**src/rtl/gpio_cmd_decoder_pkg.sv**
```systemverilog
// -----------------------------------------------------------------------------
// gpio_cmd_decoder_pkg
// Shared definitions for the GPIO command decoder and the host-side code that
// drives it: width defaults, opcode values, state codes, command-word layout
// and status-word bit positions.
// -----------------------------------------------------------------------------
package gpio_cmd_decoder_pkg;

  // Width defaults
  localparam int NB_GPIO_DEF   = 32;
  localparam int NB_DATA_DEF   = 8;
  localparam int N_PIX_DEF     = 3;
  localparam int NB_IMAGE_DEF  = 10;
  localparam int NB_OPCODE_DEF = 3;

  // Host command opcodes, carried in the top NB_OPCODE bits of the command word
  typedef enum logic [2:0] {
    OP_NOP        = 3'b000,
    OP_SOFT_RST   = 3'b001,
    OP_SET_LEN    = 3'b010,
    OP_LOAD_START = 3'b011,
    OP_DATA       = 3'b100,
    OP_START_PROC = 3'b101,
    OP_READ_START = 3'b110,
    OP_READ_NEXT  = 3'b111
  } opcode_e;

  // Decoder states; the code is reported in the status word
  typedef enum logic [2:0] {
    ST_IDLE  = 3'd0,
    ST_LOAD  = 3'd1,
    ST_PROC  = 3'd2,
    ST_READ  = 3'd3,
    ST_ERROR = 3'd4
  } state_e;

  // Command-word layout
  localparam int CMD_TOGGLE_BIT = 28;

  // Status-word layout
  localparam int STAT_STATE_LSB   = 29;
  localparam int STAT_EOP_BIT     = 28;
  localparam int STAT_OVERRUN_BIT = 27;
  localparam int STAT_ERROR_BIT   = 26;

  // Builds a default-width command word for host-side code.
  function automatic logic [NB_GPIO_DEF-1:0] makeCmd(
    input opcode_e                            op,
    input logic                               toggle,
    input logic [NB_DATA_DEF*N_PIX_DEF-1:0]   payload
  );
    logic [NB_GPIO_DEF-1:0] word;
    word = '0;
    word[NB_GPIO_DEF-1 -: NB_OPCODE_DEF] = op;
    word[CMD_TOGGLE_BIT]                 = toggle;
    word[NB_DATA_DEF*N_PIX_DEF-1:0]      = payload;
    return word;
  endfunction

endpackage

```
**src/rtl/gpio_toggle_detect.sv**
```systemverilog
// -----------------------------------------------------------------------------
// gpio_toggle_detect
// Registers the host command word once and turns a change of the toggle bit
// into a one-cycle command strobe with the registered opcode and payload.
//
// Ports
//   i_CLK         clock
//   i_reset       asynchronous active-high reset (toggle history cleared to 0)
//   i_gpioData    raw host command word
//   o_cmdStrobe   one-cycle strobe: a new command is present
//   o_cmdOpcode   registered opcode field
//   o_cmdPayload  registered payload field
// -----------------------------------------------------------------------------
module gpio_toggle_detect
  import gpio_cmd_decoder_pkg::*;
#(
  parameter int NB_GPIO    = NB_GPIO_DEF,
  parameter int NB_OPCODE  = NB_OPCODE_DEF,
  parameter int NB_PAYLOAD = NB_DATA_DEF * N_PIX_DEF
) (
  input  logic                  i_CLK,
  input  logic                  i_reset,
  input  logic [NB_GPIO-1:0]    i_gpioData,
  output logic                  o_cmdStrobe,
  output logic [NB_OPCODE-1:0]  o_cmdOpcode,
  output logic [NB_PAYLOAD-1:0] o_cmdPayload
);

  localparam int TGL_BIT = NB_GPIO - NB_OPCODE - 1;

  logic [NB_OPCODE-1:0]  opcode_p0;
  logic                  toggle_p0;
  logic [NB_PAYLOAD-1:0] payload_p0;
  logic                  toggleHist;

  // Bits between the toggle and the payload carry nothing.
  logic unusedReserved;
  assign unusedReserved = ^i_gpioData[TGL_BIT-1:NB_PAYLOAD];

  // ---- stage p0: input register and toggle history ----
  always_ff @(posedge i_CLK or posedge i_reset) begin
    if (i_reset) begin
      opcode_p0  <= '0;
      toggle_p0  <= 1'b0;
      toggleHist <= 1'b0;
    end else begin
      opcode_p0  <= i_gpioData[NB_GPIO-1 -: NB_OPCODE];
      toggle_p0  <= i_gpioData[TGL_BIT];
      toggleHist <= toggle_p0;
    end
  end

  // Payload is qualified by the strobe, so it needs no reset.
  always_ff @(posedge i_CLK) begin
    payload_p0 <= i_gpioData[NB_PAYLOAD-1:0];
  end

  // High for exactly one cycle per toggle edge, whichever direction.
  assign o_cmdStrobe  = toggle_p0 ^ toggleHist;
  assign o_cmdOpcode  = opcode_p0;
  assign o_cmdPayload = payload_p0;

endmodule

```
**src/rtl/gpio_cmd_decoder.sv**
```systemverilog
// -----------------------------------------------------------------------------
// gpio_cmd_decoder
// Decodes host commands written through a GPIO word into control levels and
// pulses for the image address FSM, feeds pixel words to the line memories,
// and builds a status word the host reads back.
//
// Ports
//   i_CLK          clock
//   i_reset        asynchronous active-high reset
//   i_gpioData     host command word: opcode, toggle strobe, payload
//   i_EoP          end-of-process flag from the address FSM
//   i_changeBlock  block-complete flag from the address FSM
//   i_result       convolver output word
//   o_load         load-mode level
//   o_SoP          start-of-process level
//   o_valid        one-cycle data-valid pulse (never on consecutive cycles)
//   o_softReset    one-cycle datapath reset pulse
//   o_imgLength    image-length register
//   o_pixels       pixel word to the line memories
//   o_gpioStatus   {state, EoP, overrun, error, 2'b0, last result}
// -----------------------------------------------------------------------------
module gpio_cmd_decoder
  import gpio_cmd_decoder_pkg::*;
#(
  parameter int NB_GPIO   = NB_GPIO_DEF,
  parameter int NB_DATA   = NB_DATA_DEF,
  parameter int N_PIX     = N_PIX_DEF,
  parameter int NB_IMAGE  = NB_IMAGE_DEF,
  parameter int NB_OPCODE = NB_OPCODE_DEF
) (
  input  logic                     i_CLK,
  input  logic                     i_reset,
  input  logic [NB_GPIO-1:0]       i_gpioData,
  input  logic                     i_EoP,
  input  logic                     i_changeBlock,
  input  logic [NB_DATA*N_PIX-1:0] i_result,
  output logic                     o_load,
  output logic                     o_SoP,
  output logic                     o_valid,
  output logic                     o_softReset,
  output logic [NB_IMAGE-1:0]      o_imgLength,
  output logic [NB_DATA*N_PIX-1:0] o_pixels,
  output logic [NB_GPIO-1:0]       o_gpioStatus
);

  localparam int NB_PIXW = NB_DATA * N_PIX;

  logic                 cmdStrobe;
  logic [NB_OPCODE-1:0] cmdOpcode;
  logic [NB_PIXW-1:0]   cmdPayload;
  opcode_e              cmdOp;

  state_e               state;
  logic                 pending;
  logic                 pendingIsData;
  logic [NB_PIXW-1:0]   pendingPix;
  logic                 validIsRead;
  logic                 rdVld_p1;
  logic                 rdVld_p2;
  logic [NB_PIXW-1:0]   resultReg;
  logic                 overrun;
  logic                 errorFlag;

  logic                 softRstCmd;
  logic                 cmdIllegal;
  logic                 pulseReq;
  logic                 reqIsData;

  gpio_toggle_detect #(
    .NB_GPIO    (NB_GPIO),
    .NB_OPCODE  (NB_OPCODE),
    .NB_PAYLOAD (NB_PIXW)
  ) u_toggleDetect (
    .i_CLK        (i_CLK),
    .i_reset      (i_reset),
    .i_gpioData   (i_gpioData),
    .o_cmdStrobe  (cmdStrobe),
    .o_cmdOpcode  (cmdOpcode),
    .o_cmdPayload (cmdPayload)
  );

  assign cmdOp      = opcode_e'(cmdOpcode);
  assign softRstCmd = cmdStrobe && (cmdOp == OP_SOFT_RST);

  // Which commands are not allowed in the current state. ERROR ignores
  // everything except SOFT_RST, which is handled ahead of this check.
  always_comb begin
    cmdIllegal = 1'b0;
    if (cmdStrobe) begin
      case (state)
        ST_IDLE: cmdIllegal = (cmdOp == OP_DATA) || (cmdOp == OP_READ_NEXT) ||
                              ((cmdOp == OP_READ_START) && !i_EoP);
        ST_LOAD: cmdIllegal = !((cmdOp == OP_NOP) || (cmdOp == OP_DATA));
        ST_PROC: cmdIllegal = (cmdOp != OP_NOP);
        ST_READ: cmdIllegal = !((cmdOp == OP_NOP) || (cmdOp == OP_READ_NEXT));
        default: cmdIllegal = 1'b0;
      endcase
    end
  end

  // Commands that ask for an o_valid pulse: DATA in LOAD, READ_NEXT in READ.
  always_comb begin
    pulseReq  = 1'b0;
    reqIsData = 1'b0;
    if (cmdStrobe && !softRstCmd) begin
      if ((state == ST_LOAD) && (cmdOp == OP_DATA)) begin
        pulseReq  = 1'b1;
        reqIsData = 1'b1;
      end else if ((state == ST_READ) && (cmdOp == OP_READ_NEXT)) begin
        pulseReq = 1'b1;
      end
    end
  end

  // ---- stage p1: FSM, valid pulse queue, result capture pipeline ----
  always_ff @(posedge i_CLK or posedge i_reset) begin
    if (i_reset) begin
      state         <= ST_IDLE;
      o_load        <= 1'b0;
      o_SoP         <= 1'b0;
      o_valid       <= 1'b0;
      o_softReset   <= 1'b0;
      o_imgLength   <= '0;
      o_pixels      <= '0;
      pending       <= 1'b0;
      pendingIsData <= 1'b0;
      validIsRead   <= 1'b0;
      rdVld_p1      <= 1'b0;
      rdVld_p2      <= 1'b0;
      resultReg     <= '0;
      overrun       <= 1'b0;
      errorFlag     <= 1'b0;
    end else if (softRstCmd) begin
      // Wins over everything else, including i_changeBlock; keeps o_imgLength.
      state         <= ST_IDLE;
      o_load        <= 1'b0;
      o_SoP         <= 1'b0;
      o_valid       <= 1'b0;
      o_softReset   <= 1'b1;
      o_pixels      <= '0;
      pending       <= 1'b0;
      pendingIsData <= 1'b0;
      validIsRead   <= 1'b0;
      rdVld_p1      <= 1'b0;
      rdVld_p2      <= 1'b0;
      resultReg     <= '0;
      overrun       <= 1'b0;
      errorFlag     <= 1'b0;
    end else begin
      o_softReset <= 1'b0;

      // One-deep queue: a request landing on a live pulse waits one slot;
      // a request while the slot is taken is dropped and flagged.
      if (o_valid) begin
        o_valid <= 1'b0;
        if (pulseReq) begin
          if (pending) begin
            overrun <= 1'b1;
          end else begin
            pending       <= 1'b1;
            pendingIsData <= reqIsData;
          end
        end
      end else if (pending) begin
        o_valid     <= 1'b1;
        validIsRead <= !pendingIsData;
        if (pendingIsData) o_pixels <= pendingPix;
        pending <= pulseReq;
        if (pulseReq) pendingIsData <= reqIsData;
      end else if (pulseReq) begin
        o_valid     <= 1'b1;
        validIsRead <= !reqIsData;
        if (reqIsData) o_pixels <= cmdPayload;
      end

      // The convolver result trails a read pulse by two cycles.
      rdVld_p1 <= o_valid && validIsRead;
      rdVld_p2 <= rdVld_p1;
      if (rdVld_p2) resultReg <= i_result;

      if (cmdIllegal) begin
        state     <= ST_ERROR;
        errorFlag <= 1'b1;
        o_load    <= 1'b0;
        o_SoP     <= 1'b0;
      end else begin
        case (state)
          ST_IDLE: begin
            if (cmdStrobe) begin
              case (cmdOp)
                OP_SET_LEN:    o_imgLength <= cmdPayload[NB_IMAGE-1:0];
                OP_LOAD_START: begin
                  state  <= ST_LOAD;
                  o_load <= 1'b1;
                end
                OP_START_PROC: begin
                  state <= ST_PROC;
                  o_SoP <= 1'b1;
                end
                // i_EoP is known to be high here, otherwise it was illegal.
                OP_READ_START: state <= ST_READ;
                default: ;
              endcase
            end
          end
          ST_LOAD: begin
            if (i_changeBlock) begin
              state  <= ST_IDLE;
              o_load <= 1'b0;
            end
          end
          ST_PROC: begin
            if (i_EoP) begin
              state <= ST_IDLE;
              o_SoP <= 1'b0;
            end
          end
          ST_READ: begin
            if (i_changeBlock) state <= ST_IDLE;
          end
          default: ;
        endcase
      end
    end
  end

  // Holds the payload of a queued DATA command until its slot comes up.
  always_ff @(posedge i_CLK) begin
    if (pulseReq && (o_valid ? !pending : pending)) pendingPix <= cmdPayload;
  end

  always_comb begin
    o_gpioStatus                         = '0;
    o_gpioStatus[STAT_STATE_LSB +: 3]    = state;
    o_gpioStatus[STAT_EOP_BIT]           = i_EoP;
    o_gpioStatus[STAT_OVERRUN_BIT]       = overrun;
    o_gpioStatus[STAT_ERROR_BIT]         = errorFlag;
    o_gpioStatus[NB_PIXW-1:0]            = resultReg;
  end

endmodule

```
**config.mk**
```make
export PLATFORM = sky130hd
export DESIGN_NAME = gpio_cmd_decoder
export DESIGN_NICKNAME = d
export VERILOG_FILES = /design/src/rtl/gpio_cmd_decoder_pkg.sv /design/src/rtl/gpio_toggle_detect.sv /design/src/rtl/gpio_cmd_decoder.sv
export SDC_FILE = /design/constraint.sdc
export NUM_CORES = 1
export LEC_CHECK = 0
export BUFFER_PORTS_ARGS = -buffer_cell sky130_fd_sc_hd__buf_4
export CORE_MARGIN = 2
export CORE_UTILIZATION = 45
export DETAILED_ROUTE_END_ITERATION = 10
export GPL_ROUTABILITY_DRIVEN = 0
export PLACE_DENSITY = 0.7
export SLEW_MARGIN = 0
export SYNTH_ARGS = -nofsm -noshare
export SYNTH_HDL_FRONTEND = slang
export SYNTH_SLANG_ARGS = --single-unit
export TNS_END_PERCENT = 1
```
**constraint.sdc**
```tcl
create_clock -name i_CLK -period 4.4 [get_ports i_CLK]
set_input_delay 0.66 -clock i_CLK [delete_from_list [all_inputs] [get_ports i_CLK]]
set_output_delay 0.66 -clock i_CLK [all_outputs]
set_load 0.01 [all_outputs]
```
==> results.yml <==
run_status:
  run_status: "completed"
cells_and_area:
  diodes: 0
  fin_nets: 525
  area_growth_pct: 32.0
  fillCellCount: 818
  layout_commonest_cell: "buf_4"
  final_cell_mix: "127 x buf_4, 76 x dfrtp_1, 49 x mux2i_1"
  drive_gt1_share_pct: 39.5
  final_area_um2: 6420
power:
  p_sw_share_pct: 26.6
  pwr-share-comb_pct: 17.5
  peakVddDrop_mv: 0.278
  powerDensity_nw_per_um2: 531
  clockPowerShare_pct: 39.5
  power.leakage_uw: 0.00285
  p_sw_uw: 907
  intPower_uw: 2500
  sequentialPowerShare_pct: 43.0
timing:
  tightest_slew_ps: 1210
  setup_viol: 0
  slew_viol_final: 0
  fin_ws_ps: 1550
  fin_tns_setup_ps: 0
  hold_viol: 0
  finalClockSkew_ps: 15.0
  post-route-period-util_pct: 64.8
  rsz0062_at_grt: "false"
  final.min_clock_period_ps: 2850
  slew_headroom_pct: 19.4
  hold_ws_ps: 254
  fmax_mhz: 351
routing:
  wire_per_inst_um: 15.8
  drt_iter0_drc: 168
  drc: 0
  wl_mm: 9.65
  vias: 3091
  ant_nets: 0
  dr.pass1.iters: 4
  viasPerCell: 5.05
logic_synthesis:
  ys_seq_elements: 125
  synth_top_flop_cell: "dfrtp_1"
  synth_edf_count: 24
  syn_avg_cell_area_um2: 14.1
  ys_async_sr_fraction_pct: 61.6
  synthesis.instances: 344
  synth_area_um2: 4860
  ys_types: 49
  synth_seq_area_share_pct: 64.4
  yosys_warnings: 0
die:
  dieArea_um2: 11600
  rows: 37
  initial_utilization_pct: 46.7
  boundaryPins: 130
  core-area_um2: 10400
  die_h_um: 108
  dieWidth_um: 108
worst_hold_path:
  hold_end: "u_toggleDetect.o_cmdPayload[1]"
  hold_depth: 1
  hp-start: "i_gpioData[1]"
  hold_path_class: "input pin to register"
placement:
  io_buffers: 123
  dp_worst_setup_slack_ps: 1500
  dpl.hpwl_mm: 6.37
  dpl_cell_area_um2: 5830
clocking:
  cts.sinks: 125
  cts_root_buffer: "clkbuf_8"
  postCtsResizedCells: 0
  insertion_delay_ps: 500
  clk_pin_slew_ps: 60
  post_cts_buffers: 0
  cts_tree: "done"
  htree_levels: 4
  clk_path_buf_depth: 2
  cts_hold_buffers: 0
  cts_inserted_buffers: 17
critical_path:
  reg2reg_to: "o_pixels[21]"
  cp-end-kind: "register"
  arrival_ps: 3230
  cp_max_fo: 29
  rr_startpoint: "u_toggleDetect.o_cmdOpcode[1]"
  critical_path_required_ps: 4780
  worstSetupPathType: "register to register"
  start_kind: "register"
  rr_worst_depth: 6
  r2r_slack_ps: 1550
run:
  maxCapViolCount: 0
grt:
  grt_max_degree: 48
  grt_use_total_pct: 17.6
  grt_pass1_wl_mm: 15.7
  antenna_found_initial: 0
  grt_pass1_vias: 3161
  grt_remaining_overflow: 0
[cells by family (layout without fill, tap and decap cells)]
group / after synthesis / in the layout / share of synthesized area, %
AO/OA/AOI/OAI: 54 / 54 / 11.3
XOR/XNOR: 2 / 2 / 0.515
adder cells (fa/ha/maj): 2 / 2 / 0.515
buffers and inverters: 34 / 165 / 3.73
flip-flops: 125 / 125 / 64.4
multiplexers: 61 / 61 / 12.9
other: 1 / 2 / 0.0772
AND/OR/NAND/NOR: 65 / 65 / 6.59
[sequential cells by signal (all words and copies together) (netlist names)]
name	flops
o_load	1
pendingPix	24
u_toggleDetect.o_cmdOpcode	3
u_toggleDetect.o_cmdPayload	24
overrun	1
validIsRead	1
rdVld_p2	1
state	3
o_SoP	1
o_imgLength	10
pending	1
pendingIsData	1
rdVld_p1	1
o_pixels	24
o_softReset	1
errorFlag	1
u_toggleDetect.toggleHist	1
u_toggleDetect.toggle_p0	1
o_valid	1
resultReg	24
[worst max path at each step]
stage,start,endpoint,slack [ps]
6_report,u_toggleDetect.o_cmdOpcode[1],o_pixels[21],1550
5_1_grt,u_toggleDetect.o_cmdOpcode[1],o_pixels[8],1330
4_1_cts,u_toggleDetect.o_cmdOpcode[1],o_pixels[21],1500
3_5_place_dp,u_toggleDetect.o_cmdOpcode[1],o_pixels[22],1500
3_3_place_gp,u_toggleDetect.o_cmdOpcode[1],o_pixels[10],1570
2_1_floorplan,i_reset,errorFlag,1770
[power groups by stage]
stage          clock (uW)  sequential (uW)  combinational, uW
2_1_floorplan           0             1490                296
3_3_place_gp            0             1480                590
3_5_place_dp            0             1480                604
6_report             1350             1460                596
5_1_grt              1430             1490                650
4_1_cts              1370             1470                605
[per-stage QoR]
step | util (%) | total power (uW) | std cells
detailed placement | 56.0 | 2090 | 580
CTS | 61.6 | 3440 | 612
global route | 61.6 | 3570 | 612
finish | 61.6 | 3410 | 612
global placement | 56.0 | 2070 | 580
floorplan | - | 1790 | 345
[synth_stat cells, types with 6 or more instances]
cell type | number | area [um2]
buf_2 | 7 | 35.0
nor2_1 | 33 | 124
clkbuf_1 | 9 | 33.8
mux2i_1 | 49 | 490
dfrtp_1 | 77 | 1930
dfxtp_1 | 24 | 480
nand2_1 | 6 | 22.5
buf_4 | 8 | 60.1
mux2_1 | 11 | 124
edfxtp_1 | 24 | 721
o2bb2ai_2 | 20 | 300
[cell type report]
type                    count  area, um2  share of cell area (%)
flip-flops and latches    125       3130                    48.8
multi-input cells         186       1550                    24.2
repair buffers            127        953                    14.9
clock buffers              18        428                    6.67
well taps                 136        170                    2.65
clock inverters            14        158                    2.46
inverters                   6       23.8                   0.371
[worst max-delay path: stages, from the launching register on]
cell and delay [ps]:
dfrtp_1 510, nand2b_1 270, or3_1 480, inv_2 430, or3_1 550, buf_4 380
o2bb2ai_2 100
[routing by layer]
layer / track usage, % / wire, um / up-vias / share of wire [%]
met3: 6.42 / 729 / 9 / 7.6
li1: - / - / 1482 / -
met2: 27.0 / 4450 / 112 / 46
met4: 5.59 / 103 / 0 / 1.1
met5: 0 / 0 / - / 0
met1: 23.4 / 4370 / 1488 / 45
Power figures use the tool's default switching activity.
